## config.mk

```make
export PLATFORM = sky130hd
export DESIGN_NAME = terrain_ram_arbiter
export DESIGN_NICKNAME = d
export VERILOG_FILES = /design/src/rtl/terrain_arb_pkg.sv /design/src/rtl/terrain_ram_arbiter_write_fifo.sv /design/src/rtl/terrain_ram_arbiter.sv
export SDC_FILE = /design/constraint.sdc
export NUM_CORES = 1
export LEC_CHECK = 0
export BUFFER_PORTS_ARGS = -buffer_cell sky130_fd_sc_hd__buf_2
export CAP_MARGIN = 30
export CORE_MARGIN = 2
export CORE_UTILIZATION = 48
export CTS_CLUSTER_SIZE = 24
export DETAILED_ROUTE_END_ITERATION = 12
export PLACE_DENSITY = 0.78
export SYNTH_ARGS = -nofsm -noshare
export SYNTH_HDL_FRONTEND = slang
export SYNTH_SLANG_ARGS = --single-unit
```

## constraint.sdc

```tcl
create_clock -name clk_in -period 2.9 [get_ports clk_in]
set_input_delay 0.58 -clock clk_in [delete_from_list [all_inputs] [get_ports clk_in]]
set_output_delay 0.58 -clock clk_in [all_outputs]
set_load 0.01 [all_outputs]
```

## src/rtl/terrain_arb_pkg.sv

```systemverilog
// Shared types for the terrain RAM arbiter: FSM states, default widths, write entry.
// Optional stall statistics are enabled with TERRAIN_ARB_STATS_EN.
package terrain_arb_pkg;

    localparam int ADDR_W_DEF = 16;
    localparam int DATA_W_DEF = 1;

    typedef enum logic [1:0] {
        S_IDLE,
        S_READ,
        S_DRAIN
    } arb_state_t;

    typedef struct packed {
        logic [ADDR_W_DEF-1:0] addr;
        logic [DATA_W_DEF-1:0] data;
    } wr_entry_t;

endpackage

```

## src/rtl/terrain_ram_arbiter_write_fifo.sv

```systemverilog
// Synchronous write-buffer FIFO for the terrain arbiter (no bypass path).
// Full pushes and empty pops are ignored internally.
module write_fifo
    import terrain_arb_pkg::*;
#(
    parameter int  DEPTH = 8,
    parameter type T     = wr_entry_t,
    localparam int AW    = $clog2(DEPTH),
    localparam int CW    = AW + 1
) (
    input  logic          i_clk,
    input  logic          i_rst,
    input  logic          i_push,
    input  T              i_data,
    input  logic          i_pop,
    output T              o_head,
    output logic          o_full,
    output logic          o_empty,
    output logic [CW-1:0] o_count
);

    T              r_mem [DEPTH];
    logic [AW-1:0] r_wp;
    logic [AW-1:0] r_rp;
    logic [CW-1:0] r_cnt;
    logic          w_push;
    logic          w_pop;

    assign o_full  = (r_cnt == CW'(DEPTH));
    assign o_empty = (r_cnt == '0);
    assign o_count = r_cnt;
    assign o_head  = r_mem[r_rp];
    assign w_push  = i_push && !o_full;
    assign w_pop   = i_pop && !o_empty;

    always_ff @(posedge i_clk) begin
        if (w_push) begin
            r_mem[r_wp] <= i_data;
        end
    end

    always_ff @(posedge i_clk) begin
        if (i_rst) begin
            r_wp  <= '0;
            r_rp  <= '0;
            r_cnt <= '0;
        end else begin
            if (w_push) begin
                r_wp <= r_wp + 1'b1;
            end
            if (w_pop) begin
                r_rp <= r_rp + 1'b1;
            end
            if (w_push && !w_pop) begin
                r_cnt <= r_cnt + 1'b1;
            end else if (w_pop && !w_push) begin
                r_cnt <= r_cnt - 1'b1;
            end
        end
    end

endmodule

```

## src/rtl/terrain_ram_arbiter.sv

```systemverilog
// Single-port terrain RAM arbiter: video reads win, buffered gameplay writes drain in blanking.
// Define TERRAIN_ARB_STATS_EN to add stats_clr_in / stall_count_out.
module terrain_ram_arbiter
    import terrain_arb_pkg::*;
#(
    parameter int  ADDR_W      = ADDR_W_DEF,
    parameter int  DATA_W      = DATA_W_DEF,
    parameter int  FIFO_DEPTH  = 8,
    parameter int  RAM_LATENCY = 2,
    localparam int CW          = $clog2(FIFO_DEPTH) + 1
) (
    input  logic              clk_in,
    input  logic              rst_in,
`ifdef TERRAIN_ARB_STATS_EN
    input  logic              stats_clr_in,
    output logic [15:0]       stall_count_out,
`endif
    input  logic              rd_active_in,
    input  logic [ADDR_W-1:0] rd_addr_in,
    output logic              rd_valid_out,
    output logic [DATA_W-1:0] rd_data_out,
    input  logic              wr_valid_in,
    input  logic [ADDR_W-1:0] wr_addr_in,
    input  logic [DATA_W-1:0] wr_data_in,
    output logic              wr_ready_out,
    output logic [ADDR_W-1:0] ram_addr_out,
    output logic [DATA_W-1:0] ram_din_out,
    output logic              ram_we_out,
    input  logic [DATA_W-1:0] ram_dout_in,
    output logic [CW-1:0]     fifo_count_out,
    output logic              overflow_out,
    output logic              busy_out
);

    typedef struct packed {
        logic [ADDR_W-1:0] addr;
        logic [DATA_W-1:0] data;
    } entry_t;

    arb_state_t         r_state;
    arb_state_t         w_state_nxt;
    logic               w_pop;
    logic               w_fifo_full;
    logic               w_fifo_empty;
    entry_t             w_head;
    entry_t             w_wr_entry;
    logic [ADDR_W-1:0]  r_ram_addr;
    logic [DATA_W-1:0]  r_ram_din;
    logic               r_ram_we;
    logic [RAM_LATENCY:0] r_vld;
    logic               r_ovf;

    assign w_wr_entry = '{addr: wr_addr_in, data: wr_data_in};

    write_fifo #(
        .DEPTH (FIFO_DEPTH),
        .T     (entry_t)
    ) u_fifo (
        .i_clk   (clk_in),
        .i_rst   (rst_in),
        .i_push  (wr_valid_in),
        .i_data  (w_wr_entry),
        .i_pop   (w_pop),
        .o_head  (w_head),
        .o_full  (w_fifo_full),
        .o_empty (w_fifo_empty),
        .o_count (fifo_count_out)
    );

    // Reader always wins; a pending drain simply waits a cycle.
    always_comb begin
        w_state_nxt = S_IDLE;
        w_pop       = 1'b0;
        if (rd_active_in) begin
            w_state_nxt = S_READ;
        end else if (!w_fifo_empty) begin
            w_state_nxt = S_DRAIN;
            w_pop       = 1'b1;
        end
    end

    always_ff @(posedge clk_in) begin
        if (rst_in) begin
            r_state <= S_IDLE;
        end else begin
            r_state <= w_state_nxt;
        end
    end

    always_ff @(posedge clk_in) begin
        if (rst_in) begin
            r_ram_addr <= '0;
            r_ram_din  <= '0;
            r_ram_we   <= 1'b0;
            r_vld      <= '0;
            r_ovf      <= 1'b0;
        end else begin
            r_vld <= {r_vld[RAM_LATENCY-1:0], w_state_nxt == S_READ};
            unique case (w_state_nxt)
                S_READ: begin
                    r_ram_addr <= rd_addr_in;
                    r_ram_we   <= 1'b0;
                end
                S_DRAIN: begin
                    r_ram_addr <= w_head.addr;
                    r_ram_din  <= w_head.data;
                    r_ram_we   <= 1'b1;
                end
                default: begin
                    r_ram_we <= 1'b0;
                end
            endcase
            if (wr_valid_in && w_fifo_full) begin
                r_ovf <= 1'b1;
            end
        end
    end

`ifdef TERRAIN_ARB_STATS_EN
    logic [15:0] r_stall;

    always_ff @(posedge clk_in) begin
        if (rst_in || stats_clr_in) begin
            r_stall <= '0;
        end else if (rd_active_in && !w_fifo_empty && r_stall != 16'hFFFF) begin
            r_stall <= r_stall + 16'd1;
        end
    end

    assign stall_count_out = r_stall;
`endif

    assign ram_addr_out = r_ram_addr;
    assign ram_din_out  = r_ram_din;
    assign ram_we_out   = r_ram_we;
    assign rd_valid_out = r_vld[RAM_LATENCY];
    assign rd_data_out  = ram_dout_in;
    assign wr_ready_out = !w_fifo_full;
    assign overflow_out = r_ovf;
    assign busy_out     = !w_fifo_empty || (r_state == S_DRAIN);

endmodule
```

==> impl_metrics.csv, run 1 <==
group,metric,value,unit
logic_synthesis,yosys_warnings,0,
grt,grt_pass1_vias,3747,
min_path,hold_end,"ram_addr_out[7]$_SDFFE_PP0P_",
clock_tree,cts-resized-gates,0,
cells_and_area,syn_to_final_growth,16.6,%
sta,tns,0,ps
worst_setup_path,reg2reg_to,"u_fifo.o_count[3]$_SDFFE_PP0P_",
logic_synthesis,synth-seq-cells,172,
cells_and_area,num_antenna_cells,0,
logic_synthesis,post-synth-top-area-cell,"edfxtp_1",
clock_tree,cts_setup_buffers,0,
logic_synthesis,postSynthCellCount,385,
sta,worst_hold_slack,404,ps
grt,gr-total-overflow,0,
logic_synthesis,ys_seq_area_frac,0.713,
detailed_routing,drc_errors,0,
clock_tree,cts-root-buf,"clkbuf_16",
power,peakVddDrop,0.478,mV
placed_design,port_buffers,62,
sta,worst_clock_skew,7.84,ps
worst_setup_path,reg2reg_depth,10,
die,core-area,0.0138,mm²
placed_design,dp_hpwl,7530,µm
cells_and_area,nets,503,
sta,layout_setup_ws,222,ps
grt,grt_usage,0.185,
logic_synthesis,ys_types,32,
die,top_level_ports,65,
power,seq_power_share,0.445,
detailed_routing,vias,3562,
worst_setup_path,reg2reg_slack,220,ps
clock_tree,clock_path_buffers,2,
grt,grt_pass1_wl,19900,µm
die,die_h,123,µm
detailed_routing,vias_per_cell,5.46,
die,die-area,0.0150,mm²
clock_tree,htree_num_levels,4,
sta,tightest_slew,716,ps
power,cell_internal_pwr,0.00491,W
clock_tree,cts_tree,"yes",
cells_and_area,fin_area,0.00786,mm²
run_status,status,"completed",
grt,grt_start_max_net_pins,35,
worst_setup_path,timing.rr.start,"u_fifo.o_count[1]$_SDFFE_PP0P_",
logic_synthesis,synth_mux_area_frac,0.142,
logic_synthesis,synthTopCellsByArea,"edfxtp_1 (61%), mux4_2 (11%), dfxtp_1 (11%), mux2i_1 (2.7%), a21oi_2 (2.1%)",
power,power_switching_share,0.270,
worst_setup_path,critPathCaptureType,"flip-flop",
clock_tree,postCtsHoldBufs,0,
sta,rsz0062_at_grt,"false",
logic_synthesis,syn_area,0.00674,mm²
sta,finalCriticalPeriod,2680,ps
detailed_routing,routed_wl,12600,µm
placed_design,globalplace.congestion,0.779,
sta,maxSlewViolCount,0,
worst_setup_path,slowest_delay,590,ps
detailed_routing,ant_nets,0,
worst_setup_path,worstSetupPathType,"flip-flop to flip-flop",
power,pwr-share-clk,0.331,
sta,maxSlewHeadroom,0.522,
min_path,whs_path_depth,3,
power,combPwrFrac,0.224,
flow_run,maxCapViolations,0,
clock_tree,cts.sinks,172,
detailed_routing,drtPass1Iterations,4,
logic_synthesis,synthesis.nets,429,
power,power_density,856,mW/mm²
clock_tree,clkLatencyLatePin,420,ps
placed_design,postPlaceCellArea,0.00726,mm²
grt,antenna_found_initial,2,
worst_setup_path,worstPathMaxFanout,7,
detailed_routing,drt_iter0_drc,239,
power,p_switching,0.00182,W
min_path,hold_start,"rd_addr_in[7]",
logic_synthesis,synthSimpleGateAreaFrac,0.0406,
clock_tree,clk_pin_slew,70,ps
placed_design,post-place-ws,253,ps
min_path,hp-class,"input pin to flip-flop",
power,leakage,2.75,nW
worst_setup_path,worstPathCellList,"or4b_1 > nand2_1 > inv_1 > ha_1 > inv_1 > ha_1 > a21oi_1 > a211oi_1 > a31oi_1 > mux2_2",
logic_synthesis,synth_fa_ha_area_frac,0.0122,
worst_setup_path,crit_path_start_kind,"flip-flop",
clock_tree,numCtsBuffers,17,
logic_synthesis,synth_compound_area_frac,0.0581,
sta,fin_crit_sh,0.923,
die,start_util,0.489,
die,rows,43,
sta,setup_viol_count_final,0,
worst_setup_path,critPathSlowestCell,"or4b_1",
logic_synthesis,avgSynthCellArea,17.5,µm²
worst_setup_path,worstPathArrival,2980,ps
sta,fmax,373,MHz
die,die_w,123,µm
sta,hold_violations,0,
logic_synthesis,synth-xor-area-share,0.00650,
detailed_routing,wl_per_cell,19.3,µm
worst_setup_path,cp.required,3200,ps
logic_synthesis,yosysTopAreaCellShare,0.606,
cells_and_area,fin_util,0.570,
logic_synthesis,synth_top_family_by_area,"multiplexers",
cells_and_area,drive_gt1_frac,0.350,
==> critical path: cells and delay by family (launching register included) <==
family          cells  cell delay (ps)
buf+inv             2              190
compound gates      3              450
simple gates        2              740
flops               1              380
mux                 1              340
fa+ha+maj           2              480
==> power groups by stage <==
stage          clock (W)  sequential [W]  combinational [W]
2_1_floorplan          0         0.00307            0.00115
3_3_place_gp           0         0.00303            0.00149
3_5_place_dp           0         0.00305            0.00153
4_1_cts          0.00226         0.00300            0.00153
5_1_grt          0.00236         0.00302            0.00167
6_report         0.00222         0.00299            0.00151
==> kinds of logic after synthesis <==
| kind of cell | after synthesis |
|---|---|
| AND/OR/NAND/NOR | 62 |
| buffers and inverters | 30 |
| AO/OA/AOI/OAI | 57 |
| flip-flops | 172 |
| adder cells (fa/ha/maj) | 6 |
| multiplexers | 53 |
| XOR/XNOR | 5 |
==> metrics by stage <==
step	power, W	std cells
4_1_cts	0.00679	652
6_report	0.00673	652
2_1_floorplan	0.00422	385
5_1_grt	0.00705	652
3_3_place_gp	0.00452	620
3_5_place_dp	0.00457	620
==> worst max path at each step <==
stage / end / depth (start not counted) / slack [ps] / from
finish: u_fifo.o_count[3]$_SDFFE_PP0P_ / 10 / 220 / u_fifo.o_count[1]$_SDFFE_PP0P_
global route: u_fifo.o_count[3]$_SDFFE_PP0P_ / 10 / 40 / u_fifo.o_count[1]$_SDFFE_PP0P_
global placement: u_fifo.o_count[3]$_SDFFE_PP0P_ / 10 / 340 / u_fifo.o_count[1]$_SDFFE_PP0P_
CTS: u_fifo.o_count[3]$_SDFFE_PP0P_ / 10 / 220 / u_fifo.o_count[1]$_SDFFE_PP0P_
floorplan: u_fifo.r_mem[0][0]$_DFFE_PP_ / 5 / 90 / u_fifo.o_count[0]$_SDFFE_PP0P_
detailed placement: u_fifo.o_count[3]$_SDFFE_PP0P_ / 10 / 250 / u_fifo.o_count[1]$_SDFFE_PP0P_
==> area by class of cell <==
type | instances | area (µm²)
fill | 1045 | 5920
sequential | 172 | 4800
multi-input combinational | 183 | 1760
clock buffer | 21 | 493
timing repair buffer | 79 | 450
tap | 180 | 225
clock inverter | 11 | 103
inverter | 6 | 22.5
==> metal layers <==
layer	global-route usage	wire length [µm]	part of all wire	vias up
li1	-	-	-	1635
met1	0.229	5270	0.42	1799
met2	0.306	6340	0.50	96
met3	0.0474	646	0.051	28
met4	0.0891	321	0.025	4
met5	0	22	0.0017	-
==> cell usage after synthesis <==
| cell | number |
|---|---|
| a211oi_1 | 2 |
| a21o_1 | 16 |
| a21oi_1 | 5 |
| a21oi_2 | 16 |
| a31oi_1 | 1 |
| buf_2 | 6 |
| buf_4 | 2 |
| buf_6 | 8 |
| clkbuf_1 | 8 |
| dfxtp_1 | 36 |
| edfxtp_1 | 136 |
| fa_1 | 1 |
| ha_1 | 5 |
| inv_1 | 6 |
| mux2_2 | 1 |
| mux2i_1 | 18 |
| mux4_2 | 34 |
| nand2_1 | 22 |
| nand2b_1 | 2 |
| nand3_1 | 4 |
| nand3_2 | 1 |
| nor2_1 | 24 |
| nor2b_1 | 3 |
| nor3_1 | 2 |
| nor4_1 | 1 |
| o21ai_0 | 4 |
| o21ai_1 | 13 |
| or2_2 | 1 |
| or4_1 | 1 |
| or4b_1 | 1 |
| xnor2_1 | 2 |
| xor2_1 | 3 |
==> state kept, by name, indices dropped and copies added (netlist names), named ones only <==
register        flops
ram_din_out         1
u_fifo.o_count      4
u_fifo.r_wp         3
r_vld               3
u_fifo.r_rp         3
overflow_out        1
ram_addr_out       16
u_fifo.r_mem      136
r_state             2
==> placed cells by master (no fill, tap or decap), types with 3 or more instances in the layout <==
cell         n
clkbuf_16   19
nor2_1      24
mux4_2      34
a21oi_1      5
edfxtp_1   136
o21ai_1     13
nor2b_1      3
buf_4       16
buf_2       62
a21o_1      16
a21oi_2     16
inv_1        6
nand2_1     22
xor2_1       3
o21ai_0      4
ha_1         5
dfxtp_1     36
mux2i_1     18
nand3_1      4
Power figures use the tool's default switching activity.
==> inputs of run 2 (changes only) <==
- clock period: 2.9 -> 2.8 ns (I/O delays scaled with it)
==> run 2 against run 1 <==
Net effect:
- first-iteration DRC count is 19% lower
- utilization grew 0.21 points
- combinational power up 7%
- final cell count stayed put
- fmax is 0.65% lower
- routed wire length increased by 3.3%
- critical endpoint unchanged
- largest cell class unchanged
- highest routed layer unchanged
==> impl_metrics.csv, run 2 (synthesis results as in run 1) <==
group,metric,value,unit
cells_and_area,drive_gt1_frac,0.356,
placed_design,port_buffers,62,
cells_and_area,final_cells,652,
power,power_density,887,mW/mm²
grt,antenna_found_initial,1,
clock_tree,postCtsHoldBufs,0,
sta,layout_setup_ws,105,ps
clock_tree,numCtsBuffers,17,
detailed_routing,drc_errors,0,
worst_setup_path,worstPathCellList,"or4b_1 > nand2_1 > inv_1 > ha_1 > inv_1 > ha_4 > a21oi_2 > a211oi_1 > a31oi_1 > mux2_2",
min_path,whs_path_depth,3,
worst_setup_path,cp.required,3100,ps
clock_tree,htree_num_levels,4,
flow_run,maxCapViolations,0,
worst_setup_path,crit_top_cell,"inv_1",
worst_setup_path,reg2reg_depth,10,
grt,grt_start_max_net_pins,35,
min_path,hold_start,"rd_addr_in[9]",
worst_setup_path,timing.rr.start,"u_fifo.o_count[1]$_SDFFE_PP0P_",
detailed_routing,ant_nets,0,
sta,tns,0,ps
cells_and_area,syn_to_final_growth,17.0,%
grt,grt_usage,0.186,
worst_setup_path,cpLargestDelayFamily,"simple AND/OR/NAND/NOR gates",
placed_design,dp_hpwl,7620,µm
clock_tree,cts_tree,"yes",
power,power,0.00699,W
cells_and_area,layout_commonest_cell,"edfxtp_1",
die,die_w,123,µm
sta,maxSlewViolCount,0,
cells_and_area,nets,503,
worst_setup_path,crit_path_start_kind,"flip-flop",
worst_setup_path,critPathSlowestCell,"or4b_1",
clock_tree,clock_path_buffers,2,
cells_and_area,fin_util,0.573,
cells_and_area,num_antenna_cells,0,
die,die-area,0.0150,mm²
grt,grt_pass1_vias,3748,
detailed_routing,wl_per_cell,20.0,µm
sta,hold_violations,0,
worst_setup_path,critPathCaptureType,"flip-flop",
clock_tree,cts.sinks,172,
cells_and_area,regMostFlops,"u_fifo.r_mem",
detailed_routing,routed_wl,13000,µm
sta,fmax,371,MHz
die,die_h,123,µm
power,leakage,2.76,nW
clock_tree,clk_pin_slew,60,ps
placed_design,globalplace.congestion,0.795,
clock_tree,cts-root-buf,"clkbuf_16",
cells_and_area,final_cell_mix,"edfxtp_1 (136), buf_2 (62), dfxtp_1 (36)",
cells_and_area,largest_register_ffs,136,
sta,fin_crit_sh,0.963,
worst_setup_path,worstSetupPathType,"flip-flop to flip-flop",
die,top_level_ports,65,
detailed_routing,drtPass1Iterations,4,
grt,gr-total-overflow,0,
worst_setup_path,reg2reg_slack,100,ps
sta,finalCriticalPeriod,2700,ps
sta,maxSlewHeadroom,0.539,
grt,grt_pass1_wl,20100,µm
detailed_routing,vias_per_cell,5.54,
min_path,hold_end,"ram_addr_out[9]$_SDFFE_PP0P_",
sta,tightest_slew,690,ps
worst_setup_path,reg2reg_to,"u_fifo.o_count[3]$_SDFFE_PP0P_",
worst_setup_path,worstPathArrival,3000,ps
sta,worst_clock_skew,10.7,ps
placed_design,post-place-ws,95.1,ps
min_path,hp-class,"input pin to flip-flop",
run_status,status,"completed",
placed_design,placed_cells,619,
detailed_routing,drt_iter0_drc,193,
worst_setup_path,slowest_delay,570,ps
power,peakVddDrop,0.441,mV
sta,rsz0062_at_grt,"false",
die,core-area,0.0138,mm²
detailed_routing,vias,3609,
sta,setup_viol_count_final,0,
die,rows,43,
clock_tree,clkLatencyLatePin,420,ps
worst_setup_path,path_buf_inv,2,
die,start_util,0.489,
worst_setup_path,worstPathMaxFanout,7,
==> run 2: changes by cell type in the layout (fill, tap and decap cells not counted), sizes merged <==
cell	before	now
clkinv	4	3
bufinv	1	0
clkinvlp	2	0
clkbuf	21	22
inv	10	13
==> run 2: per-stage QoR <==
| step | instance area, µm² | hold slack, ps |
|---|---|---|
| 2_1_floorplan | 6750 | 414 |
| 4_1_cts | 7860 | 372 |
| 5_1_grt | 7890 | 386 |
| 3_5_place_dp | 7270 | 420 |
| 3_3_place_gp | 7270 | 420 |
| 6_report | 7890 | 393 |
==> run 2: per-layer routing <==
metal	part of all wire	up-vias	global-route usage
li1	-	1639	-
met1	0.40	1807	0.230
met2	0.51	129	0.308
met3	0.057	32	0.0423
met4	0.030	2	0.0963
met5	0.0010	-	0
==> run 2: what timing repair did <==
item                       CTS  global route
resized for setup            0             2
buffers inserted             0             1
setup endpoints to repair    0             1
==> run 2: area by class of cell <==
class | count | area, µm²
Clock buffer | 22 | 528
Clock inverter | 10 | 67.6
Fill cell | 1050 | 5890
Inverter | 6 | 22.5
Multi-Input combinational cell | 183 | 1780
Sequential cell | 172 | 4800
Tap cell | 180 | 225
Timing Repair Buffer | 79 | 463
==> run 2: how the worst max path moves through the flow <==
stage / from / slack [ps] / depth (start not counted) / end
2_1_floorplan: u_fifo.o_count[1]$_SDFFE_PP0P_ / 190 / 11 / u_fifo.o_count[3]$_SDFFE_PP0P_
4_1_cts: u_fifo.o_count[1]$_SDFFE_PP0P_ / 80 / 10 / u_fifo.o_count[3]$_SDFFE_PP0P_
3_3_place_gp: u_fifo.o_count[1]$_SDFFE_PP0P_ / 240 / 10 / u_fifo.o_count[3]$_SDFFE_PP0P_
6_report: u_fifo.o_count[1]$_SDFFE_PP0P_ / 100 / 10 / u_fifo.o_count[3]$_SDFFE_PP0P_
3_5_place_dp: u_fifo.o_count[1]$_SDFFE_PP0P_ / 100 / 10 / u_fifo.o_count[3]$_SDFFE_PP0P_
5_1_grt: u_fifo.o_count[1]$_SDFFE_PP0P_ / 5 / 10 / u_fifo.o_count[3]$_SDFFE_PP0P_
==> run 2: power breakdown <==
| group | switching [W] | internal [W] | leakage, nW |
|---|---|---|---|
| registers | 0.000122 | 0.00299 | 1.53 |
| clock network | 0.000924 | 0.00135 | 0.304 |
| logic | 0.000855 | 0.000757 | 0.927 |
==> run 2: worst register-to-register path: stages (launching register included) <==
cell and delay [ps]:
dfxtp_1 380, or4b_1 580, nand2_1 150, inv_1 60, ha_1 190, inv_1 180
ha_4 250, a21oi_2 190, a211oi_1 100, a31oi_1 180, mux2_2 350
